## config.mk

```make
export PLATFORM = sky130hd
export DESIGN_NAME = rr_arb_mux
export DESIGN_NICKNAME = d
export VERILOG_FILES = /design/src/rtl/mux_pkg.sv /design/src/rtl/rr_grant.sv /design/src/rtl/rr_arb_mux.sv
export SDC_FILE = /design/constraint.sdc
export NUM_CORES = 1
export LEC_CHECK = 0
export ABC_AREA = 1
export BUFFER_PORTS_ARGS = -buffer_cell sky130_fd_sc_hd__buf_2
export CELL_PAD_IN_SITES_DETAIL_PLACEMENT = 1
export CELL_PAD_IN_SITES_GLOBAL_PLACEMENT = 1
export CORE_AREA = 2 2 55 78
export DETAILED_ROUTE_END_ITERATION = 12
export DIE_AREA = 0 0 57 80
export PLACE_DENSITY = 0.9
export SLEW_MARGIN = 20
export SYNTH_ARGS = -nofsm -noshare
export SYNTH_HDL_FRONTEND = slang
export SYNTH_HIERARCHICAL = 1
export SYNTH_SLANG_ARGS = --single-unit
```

## constraint.sdc

```tcl
create_clock -name clk -period 4.1 [get_ports clk]
set_input_delay 0 -clock clk [delete_from_list [all_inputs] [get_ports clk]]
set_output_delay 0 -clock clk [all_outputs]
set_load 0.02 [all_outputs]
```

## src/rtl/mux_pkg.sv

```systemverilog
// ---------------------------------------------------------------------------
// mux_pkg
// Shared constants and helper functions for the round-robin arbitrated
// registered multiplexer (rr_arb_mux) and its grant finder (rr_grant).
//   DEFAULT_WIDTH : default per-channel data width
//   sel_width(n)  : index width needed to address n channels (minimum 1)
//   next_ptr(g,n) : channel after g, wrapping n-1 -> 0 explicitly so that
//                   non-power-of-2 channel counts never reach index >= n
// ---------------------------------------------------------------------------
package mux_pkg;

   localparam int DEFAULT_WIDTH = 8;

   function automatic int sel_width(input int n);
      return (n > 1) ? $clog2(n) : 1;
   endfunction

   function automatic int next_ptr(input int g, input int n);
      return (g >= n - 1) ? 0 : g + 1;
   endfunction

endpackage

```

## src/rtl/rr_grant.sv

```systemverilog
// ---------------------------------------------------------------------------
// rr_grant
// Purely combinational rotate-priority finder. Searches req starting at ptr,
// then ptr+1, ..., NUM_PORTS-1, 0, ..., ptr-1 and reports the first channel
// found.
// Ports:
//   req         in  [NUM_PORTS]  request vector, bit i = channel i
//   ptr         in  [SEL_WIDTH]  highest-priority channel (always < NUM_PORTS)
//   grant       out [SEL_WIDTH]  index of the winning channel (0 when none)
//   grant_valid out              at least one request present
// ---------------------------------------------------------------------------
module rr_grant
   import mux_pkg::*;
#(
   parameter int NUM_PORTS = 4,
   parameter int SEL_WIDTH = sel_width(NUM_PORTS)
) (
   input  logic [NUM_PORTS-1:0] req,
   input  logic [SEL_WIDTH-1:0] ptr,
   output logic [SEL_WIDTH-1:0] grant,
   output logic                 grant_valid
);

   localparam logic [SEL_WIDTH:0] PORTS_W = (SEL_WIDTH + 1)'(NUM_PORTS);

   // rot_idx[k] is the channel examined at search offset k from ptr.
   logic [SEL_WIDTH-1:0] rot_idx [NUM_PORTS];
   logic [NUM_PORTS-1:0] req_rot;

   genvar gi;
   generate
      for (gi = 0; gi < NUM_PORTS; gi++) begin : g_rot
         // ptr + offset < 2*NUM_PORTS, so one conditional subtract is a
         // complete modulo and works for any channel count.
         logic [SEL_WIDTH:0] sum;
         assign sum          = {1'b0, ptr} + (SEL_WIDTH + 1)'(gi);
         assign rot_idx[gi]  = (sum >= PORTS_W) ? SEL_WIDTH'(sum - PORTS_W)
                                                : sum[SEL_WIDTH-1:0];
         assign req_rot[gi]  = req[rot_idx[gi]];
      end
   endgenerate

   // Scan from the farthest offset down so the smallest offset wins.
   always_comb begin
      grant       = '0;
      grant_valid = 1'b0;
      for (int k = NUM_PORTS - 1; k >= 0; k--) begin
         if (req_rot[k]) begin
            grant       = rot_idx[k];
            grant_valid = 1'b1;
         end
      end
   end

endmodule

```

## src/rtl/rr_arb_mux.sv

```systemverilog
// ---------------------------------------------------------------------------
// rr_arb_mux
// N-input registered multiplexer with valid/ready handshaking and
// round-robin arbitration. One transfer per cycle, one cycle of latency;
// a new word loads on the same edge the held word is consumed.
// Ports:
//   clk        in                     clock, rising edge
//   rst        in                     asynchronous active-high reset
//   in_valid   in  [NUM_PORTS]        per-channel valid
//   in_data    in  [NUM_PORTS*W]      flattened data, channel i at [i*W +: W]
//   in_ready   out [NUM_PORTS]        per-channel ready (combinational)
//   out_valid  out                    output register holds valid data
//   out_data   out [W]                registered data
//   out_sel    out [SEL_WIDTH]        channel that supplied out_data
//   out_ready  in                     consumer accepts out_data this cycle
// Optional build macro FORCE_SEL_EN adds:
//   force_en   in                     override arbitration with force_sel
//   force_sel  in  [SEL_WIDTH]        forced channel (>= NUM_PORTS grants none)
// ---------------------------------------------------------------------------
module rr_arb_mux
   import mux_pkg::*;
#(
   parameter  int WIDTH_DATA_LENGTH = DEFAULT_WIDTH,
   parameter  int NUM_PORTS         = 4,
   localparam int SEL_WIDTH         = sel_width(NUM_PORTS)
) (
   input  logic                                   clk,
   input  logic                                   rst,
   input  logic [NUM_PORTS-1:0]                   in_valid,
   input  logic [NUM_PORTS*WIDTH_DATA_LENGTH-1:0] in_data,
   output logic [NUM_PORTS-1:0]                   in_ready,
`ifdef FORCE_SEL_EN
   input  logic                                   force_en,
   input  logic [SEL_WIDTH-1:0]                   force_sel,
`endif
   output logic                                   out_valid,
   output logic [WIDTH_DATA_LENGTH-1:0]           out_data,
   output logic [SEL_WIDTH-1:0]                   out_sel,
   input  logic                                   out_ready
);

   logic                         out_valid_reg, out_valid_next;
   logic [WIDTH_DATA_LENGTH-1:0] out_data_reg,  out_data_next;
   logic [SEL_WIDTH-1:0]         out_sel_reg,   out_sel_next;
   logic [SEL_WIDTH-1:0]         rr_ptr_reg,    rr_ptr_next;

   logic                         can_load;
   logic [SEL_WIDTH-1:0]         rr_idx, g_idx;
   logic                         rr_valid, g_valid;
   logic                         forced;
   logic [WIDTH_DATA_LENGTH-1:0] ch_data [NUM_PORTS];

   genvar gi;
   generate
      for (gi = 0; gi < NUM_PORTS; gi++) begin : g_chan
         assign ch_data[gi]  = in_data[gi*WIDTH_DATA_LENGTH +: WIDTH_DATA_LENGTH];
         // g_valid already implies in_valid[g_idx]; in_data is never consulted.
         assign in_ready[gi] = can_load && g_valid && (g_idx == SEL_WIDTH'(gi));
      end
   endgenerate

   rr_grant #(
      .NUM_PORTS (NUM_PORTS),
      .SEL_WIDTH (SEL_WIDTH)
   ) u_grant (
      .req         (in_valid),
      .ptr         (rr_ptr_reg),
      .grant       (rr_idx),
      .grant_valid (rr_valid)
   );

`ifdef FORCE_SEL_EN
   localparam logic [SEL_WIDTH:0] PORTS_W = (SEL_WIDTH + 1)'(NUM_PORTS);

   always_comb begin
      forced  = force_en;
      g_idx   = rr_idx;
      g_valid = rr_valid;
      if (force_en) begin
         g_idx   = force_sel;
         // Range check first: out-of-range channels exist only in the index space.
         g_valid = ({1'b0, force_sel} < PORTS_W) && in_valid[force_sel];
      end
   end
`else
   assign forced  = 1'b0;
   assign g_idx   = rr_idx;
   assign g_valid = rr_valid;
`endif

   assign can_load = !out_valid_reg || out_ready;

   always_comb begin
      out_valid_next = out_valid_reg;
      out_data_next  = out_data_reg;
      out_sel_next   = out_sel_reg;
      rr_ptr_next    = rr_ptr_reg;
      if (can_load) begin
         // Draining with nothing to load clears valid but keeps data/sel.
         out_valid_next = g_valid;
         if (g_valid) begin
            out_data_next = ch_data[g_idx];
            out_sel_next  = g_idx;
            // Forced transfers leave the round-robin order untouched.
            if (!forced)
               rr_ptr_next = SEL_WIDTH'(next_ptr(int'(g_idx), NUM_PORTS));
         end
      end
   end

   always_ff @(posedge clk or posedge rst) begin
      if (rst) begin
         out_valid_reg <= 1'b0;
         out_data_reg  <= '0;
         out_sel_reg   <= '0;
         rr_ptr_reg    <= '0;
      end else begin
         out_valid_reg <= out_valid_next;
         out_data_reg  <= out_data_next;
         out_sel_reg   <= out_sel_next;
         rr_ptr_reg    <= rr_ptr_next;
      end
   end

   assign out_valid = out_valid_reg;
   assign out_data  = out_data_reg;
   assign out_sel   = out_sel_reg;

endmodule

```

After elaboration in Yosys (flattened, before gate mapping) --
Cells that the tools add are included.
Operators by class: add/sub/neg operators 8, order comparisons 10, equality and inequality tests 3, muxes and demuxes 24, bitwise logic cells 1, reductions and logical operators 9
Operators by type and width (number):
- 2-to-1 mux 2 bit | 9
- binary-select mux 8 bit (select 2 bit) | 1
- 2-to-1 mux 8 bit | 2
- greater-or-equal comparator 3 bit (second input constant) | 4
- < comparator 2 x 3 -> 1 bit (second input constant) | 4
- binary-select mux 1 bit (select 2 bit) | 4
- 2-to-1 mux 1 bit | 8
- subtractor 2 x 1 -> 2 bit (second input constant) | 4
- adder 2 x 2 -> 3 bit (second input constant) | 2
- logical AND 1 bit | 5
- equality test 2 bit (second input constant) | 2
- adder 2 x 1 -> 3 bit (second input constant) | 1
- greater-or-equal comparator 2 x 3 -> 1 bit (second input constant) | 1
- inverter 2 -> 3 bit | 1
- adder 2 x 1 -> 2 bit (second input constant) | 1
- equality test 2 x 1 -> 1 bit (second input constant) | 1
- greater-or-equal comparator 2 bit (second input constant) | 1
- logical NOT 2 bit | 1
- AND reduction 2 bit | 1
- logical NOT 1 bit | 1
- logical OR 1 bit | 1
Word-level totals: bits in registers 13, bits of input ports 39, output and inout port bits 15, word-level logic and storage cells 59

Logic depth before layout (Yosys ltp) --
word-level depth 13, mapped depth 18, gate-level depth less buffers 15

Cells and area by module --
Netlist, hierarchy kept.
By module, submodules not included:
- rr_arb_mux | times used 1, cells each 161, area an instance 999.7 µm², seq. area each 325.3 µm²
- rr_grant | times used 1, cells each 44, area an instance 225.2 µm², seq. area each 0.0 µm²

Least setup slack after synthesis --
Ideal clock, no wire load.
path kind register -> register, start register rr_ptr_reg[0], end register rr_ptr_reg[1], setup time 116 ps, data arrival time 1765 ps, data required time 3984 ps, setup slack 2219 ps, cell stages (with the launch flop) 17, path buffers 3, period minus slack after synthesis 1881 ps, cell sequence dfrtp_1 buf_6 inv_4 nand2_2 nand2_2 inv_2 nand2_2 nand3_1 nand2_1 nand2_1 nand2_1 buf_6 inv_6 buf_8 ha_1 nand2_1 nand2_1
On the way: word-level cells in the longest chain between the ends 11, elaborated cells between the ends (all ways) 35, classes of those cells add/sub (8); order compare (5); mux (21); reduce/logical (1)
RTL lines:
- start: declaration | RTL line rr_arb_mux.sv:45 | logic [SEL_WIDTH-1:0] rr_ptr_reg, rr_ptr_next;
- start signal: assignment | RTL line rr_arb_mux.sv:121 | rr_ptr_reg <= rr_ptr_next;
- adder 2 x 2 -> 3 bit | RTL line rr_grant.sv:36 | assign sum = {1'b0, ptr} + (SEL_WIDTH + 1)'(gi);
- greater-or-equal comparator 3 bit / subtractor 2 x 1 -> 2 bit (equally long branches) | RTL line rr_grant.sv:37 | assign rot_idx[gi] = (sum >= PORTS_W) ? SEL_WIDTH'(sum - PORTS_W)
- 2-to-1 mux 2 bit | RTL line rr_grant.sv:37
- binary-select mux 1 bit (select 2 bit) | RTL line rr_grant.sv:39 | assign req_rot[gi] = req[rot_idx[gi]];
- 2-to-1 mux 1 bit (not written as such) | RTL line rr_grant.sv:39
- 2-to-1 mux 2 bit (3 in series) | RTL line rr_grant.sv:48 | if (req_rot[k]) begin
- 2-to-1 mux 2 bit (*) | RTL line rr_grant.sv:48
- named net g_idx[0] | RTL line rr_arb_mux.sv:48 | logic [SEL_WIDTH-1:0] rr_idx, g_idx;
- adder 2 x 1 -> 2 bit / greater-or-equal comparator 2 bit (equally long branches) | RTL line mux_pkg.sv:19 | return (g >= n - 1) ? 0 : g + 1;
- 2-to-1 mux 2 bit (*) | RTL line mux_pkg.sv:19
Mark *: on every way through the listed nets, which the timed path passes. The rest lies on a longest branch. The select of a mux whose other input is x is not followed. A chain may end at the register's enable or synchronous reset.

Final worst setup path --
start register rr_ptr_reg[0], end output in_ready[2]
On the way: word-level cells in the longest chain between the ends 11, elaborated cells between the ends (all ways) 34, classes of those cells add/sub (7); order compare (4); eq/ne (1); mux (20); reduce/logical (2)
RTL lines:
- adder 2 x 2 -> 3 bit | RTL line rr_grant.sv:36
- greater-or-equal comparator 3 bit / subtractor 2 x 1 -> 2 bit (equally long branches) | RTL line rr_grant.sv:37
- 2-to-1 mux 2 bit | RTL line rr_grant.sv:37
- binary-select mux 1 bit (select 2 bit) | RTL line rr_grant.sv:39
- 2-to-1 mux 1 bit (not written as such) | RTL line rr_grant.sv:39
- 2-to-1 mux 2 bit (3 in series) | RTL line rr_grant.sv:48
- 2-to-1 mux 2 bit (*) | RTL line rr_grant.sv:48
- named net g_idx[0] | RTL line rr_arb_mux.sv:48
- equality test 2 bit (*) | RTL line rr_arb_mux.sv:58 | assign in_ready[gi] = can_load && g_valid && (g_idx == SEL_WIDTH'(gi));
- logical AND 1 bit (*) | RTL line rr_arb_mux.sv:58
- end: declaration | RTL line rr_arb_mux.sv:31 | output logic [NUM_PORTS-1:0] in_ready,
Marks and branches as above.

==> results summary <==
The first-pass GRT wire length is 5970 um. The most instantiated flip-flop cell in the synthesis netlist is sky130_fd_sc_hd__dfrtp_1. The number of antenna diodes in the final layout is 0. After synthesis, the largest family of logic cells by area is simple AND/OR/NAND/NOR gates. The final design area excluding fillers came out at 0.00154 mm^2. The smallest setup slack after layout came out at 1.33 ns.

The adder-cell share of the synthesized area came out at 4.09%. Headroom to the max-slew limit came out at roughly half. The detail route stage leaves a number of antenna-violating nets equal to 0. The routed via count is 1356. After clock tree synthesis, the clock-pin slew on the worst setup and hold paths is 0.06 ns. At the worst endpoint, the required time is ~4.1 ns. The maximum level of the CTS H-tree is 1. The distinct cell type count after synthesis came out at 20. Buffers inserted during clock tree synthesis total 3.

The remaining global-route overflow is 0. The static power due to leakage came out at 1.02 nW. Summing the areas of all compound-gate instances in the mapped netlist gives 1.53% of the synthesized area. The half-perimeter wire length after placement is between 2000 and 3000 um. The area of the placeable core is 0.00385 mm^2. For this design the ratio of total power to cell area is 908 mW/mm^2. After detailed routing, the total wire length is 3510 um. The number of flip-flops under the largest register name came out at 8. The worst setup path is of the reg2out kind.

sky130_fd_sc_hd__nand2_1 is the most common cell in the netlist. The number of setup buffers added after CTS came out at 0. The number of clock sinks is 13. Ranked by instance count, the synthesized netlist is headed by sky130_fd_sc_hd__nand2_1 (77), sky130_fd_sc_hd__inv_1 (43), sky130_fd_sc_hd__nand3_1 (24), sky130_fd_sc_hd__nand2_2 (15), sky130_fd_sc_hd__dfrtp_1 (13). Data arrives at the worst endpoint at 2.77 ns. The average footprint of a synthesized cell came out at 5.98 um^2.

At the pin with the least slew margin, the transition time is 0.744 ns. The run finished with clean final reports. After synthesis, the cell types taking the most area are sky130_fd_sc_hd__dfrtp_1 (27%), sky130_fd_sc_hd__nand2_1 (24%), sky130_fd_sc_hd__inv_1 (13%). The count of final max-slew check failures came to 0. The post-synthesis instance area came out at 0.00122 mm^2.

Setup repair after global routing left no endpoint under its margin. Yosys mapped a number of flops with a built-in enable equal to 0. The I/O pin total is 54.

The number of rows created at floorplan is 27. The worst path needs 2.77 ns of the cycle, external delays included. The portion of synthesized cell area occupied by the leading cell type came out at 26.6%. The final core utilization came out at 40.0%.

Of the cells placed in the final design, the portion with a size suffix greater than 1 is around 32%. The maximum clock skew at final layout is 0.00440 ns. From bottom edge to top edge, the die measures 80 um. The highest clock rate came out at 361 MHz.

The synthesis-stage register bit count is 13. The number of input and output port buffers inserted came out at 53. The detail-routed net length per standard cell is between 10 and 15 um. STA classifies the critical path endpoint as a primary output.

The final RePlAce weighted congestion came out at 0.766. The number of global-route vias before repair came to between 1000 and 1500. The maximum fanout encountered on the critical timing path came out at 20. The count of mapped cells out of synthesis is 205. The number of buffers on the longest clock path is 2. The launching element type of the critical path is a flop.

Measured along the x axis, the die boundary spans 57 um. The clock tree from TritonCTS is built. In this run the clock root is driven by a sky130_fd_sc_hd__clkbuf_8. The cell count after placement came out at 295.

The area share of and/or/nand/nor cells after synthesis is around 47%. The max-capacitance violation count is 0. In this run the worst hold path is classified as in2reg. The non-filler instance count after layout is 300. The worst-case setup slack after placement is 1.58 ns. The die footprint is 0.00456 mm^2. The share of async-settable or async-resettable flops after synthesis came out at between 90% and 100%. The number of detailed-route iterations in the first pass came out at 3. For the final routed database, the setup TNS stands at 0 ns. The area of placed instances is 0.00149 mm^2. The portion of netlist area occupied by mux cells is 0%. The number of antenna violations at the first check in global routing came out at 0. After the first detailed-routing iteration, the DRC count stood at 21.

The largest area contributor in the netlist is sky130_fd_sc_hd__dfrtp_1. The maximum number of pins on one net before global-route repair is 21. The synthesized-area fraction occupied by xor and xnor cells is 0%. The vias per cell is 4.52. Overall power consumption after layout is estimated at between 1 and 1.5 mW. The share of the Yosys chip area taken by registers is between 20% and 30%. The worst-case IR drop observed on VDD is 0.000547 V. Setup violations remaining at the end of the flow were counted as 0. The insertion delay to the later sink of the worst-skew pair came out at about 0.25 ns. The worst hold slack is 0.0381 ns. The final count of hold timing violations was 0. Compared with the post-synthesis result, the final layout area differs by 25.8%.

The all-layer global routing usage came out at 16.4%. Dividing the final minimum period by the clock period gives roughly 68%. The net count of the finished layout is 301. The initial core utilization came out at 31.8%. During synthesis, Yosys emitted a total of 6 warnings.

For this run, design rule violations remaining after detail routing come to 0. The net count after synthesis came out at around 250.
[cell families (layout without fill, tap and decap cells)]
| group | after synthesis | after routing |
|---|---|---|
| AO/OA/AOI/OAI | 3 | 3 |
| adder cells (fa/ha/maj) | 4 | 4 |
| buffers and inverters | 56 | 108 |
| flip-flops | 13 | 13 |
| AND/OR/NAND/NOR | 129 | 129 |
[power by group]
group	total, mW	switching, mW	leakage (nW)	internal (mW)
combinational	1.03	0.696	0.845	0.333
sequential	0.251	0.0552	0.156	0.196
clock	0.120	0.0508	0.0228	0.0689
total	1.40	0.802	1.02	0.598
[metal layers]
layer	up-vias	share of wire, %	routed length, um	GRT usage, %
met5	-	0	0	0
met4	0	1.9	68	6.28
met3	5	3.7	131	1.30
met2	38	53	1860	31.8
met1	617	41	1450	17.9
li1	696	-	-	-
[worst max-delay path, cell delays in order (launching register included)]
cell	delay, ns
sky130_fd_sc_hd__dfrtp_1	0.60
sky130_fd_sc_hd__nand2_1	0.14
sky130_fd_sc_hd__and2_4	0.19
sky130_fd_sc_hd__nand2_4	0.05
sky130_fd_sc_hd__nand2_2	0.05
sky130_fd_sc_hd__inv_2	0.05
sky130_fd_sc_hd__nand2_1	0.05
sky130_fd_sc_hd__nand2_1	0.06
sky130_fd_sc_hd__nand2_1	0.44
sky130_fd_sc_hd__inv_6	0.36
sky130_fd_sc_hd__ha_1	0.23
sky130_fd_sc_hd__inv_1	0.05
sky130_fd_sc_hd__nor2_1	0.08
sky130_fd_sc_hd__buf_2	0.18
[cell usage in the layout, fill, tap and decap left out, types with 2 or more instances in the layout]
| master | count |
|---|---|
| sky130_fd_sc_hd__inv_2 | 5 |
| sky130_fd_sc_hd__nand3_1 | 24 |
| sky130_fd_sc_hd__ha_1 | 4 |
| sky130_fd_sc_hd__nand2_1 | 77 |
| sky130_fd_sc_hd__nor2_1 | 9 |
| sky130_fd_sc_hd__clkbuf_8 | 3 |
| sky130_fd_sc_hd__dfrtp_1 | 13 |
| sky130_fd_sc_hd__nand2_4 | 2 |
| sky130_fd_sc_hd__inv_1 | 43 |
| sky130_fd_sc_hd__buf_2 | 53 |
| sky130_fd_sc_hd__nand2_2 | 15 |
[final timing paths]
check                               from  cells past startpoint       endpoint  slack (ns)
min reg2reg                  out_data[0]                      2    out_data[0]        0.48
max in group asynchronous            rst                      3    out_data[7]        3.42
max reg2reg                rr_ptr_reg[0]                     12  rr_ptr_reg[1]        1.60
max                        rr_ptr_reg[0]                     13    in_ready[2]        1.33
min in group asynchronous            rst                      3    out_data[3]        0.33
min                            out_ready                      4      out_valid        0.04
[layout make-up]
class	count	area, um^2
inverters	50	195
multi-input cells	136	647
fillers	558	2310
flip-flops and latches	13	325
repair buffers	54	275
clock buffers	4	45.0
well taps	43	53.8
[timing repair]
action | CTS | global route
setup endpoints to repair | 0 | 0
hold buffers | 1 | 0
gates resized for setup | 0 | 0
hold endpoints to repair | 13 | 0
Note: power is estimated with default switching activity, not from simulation.
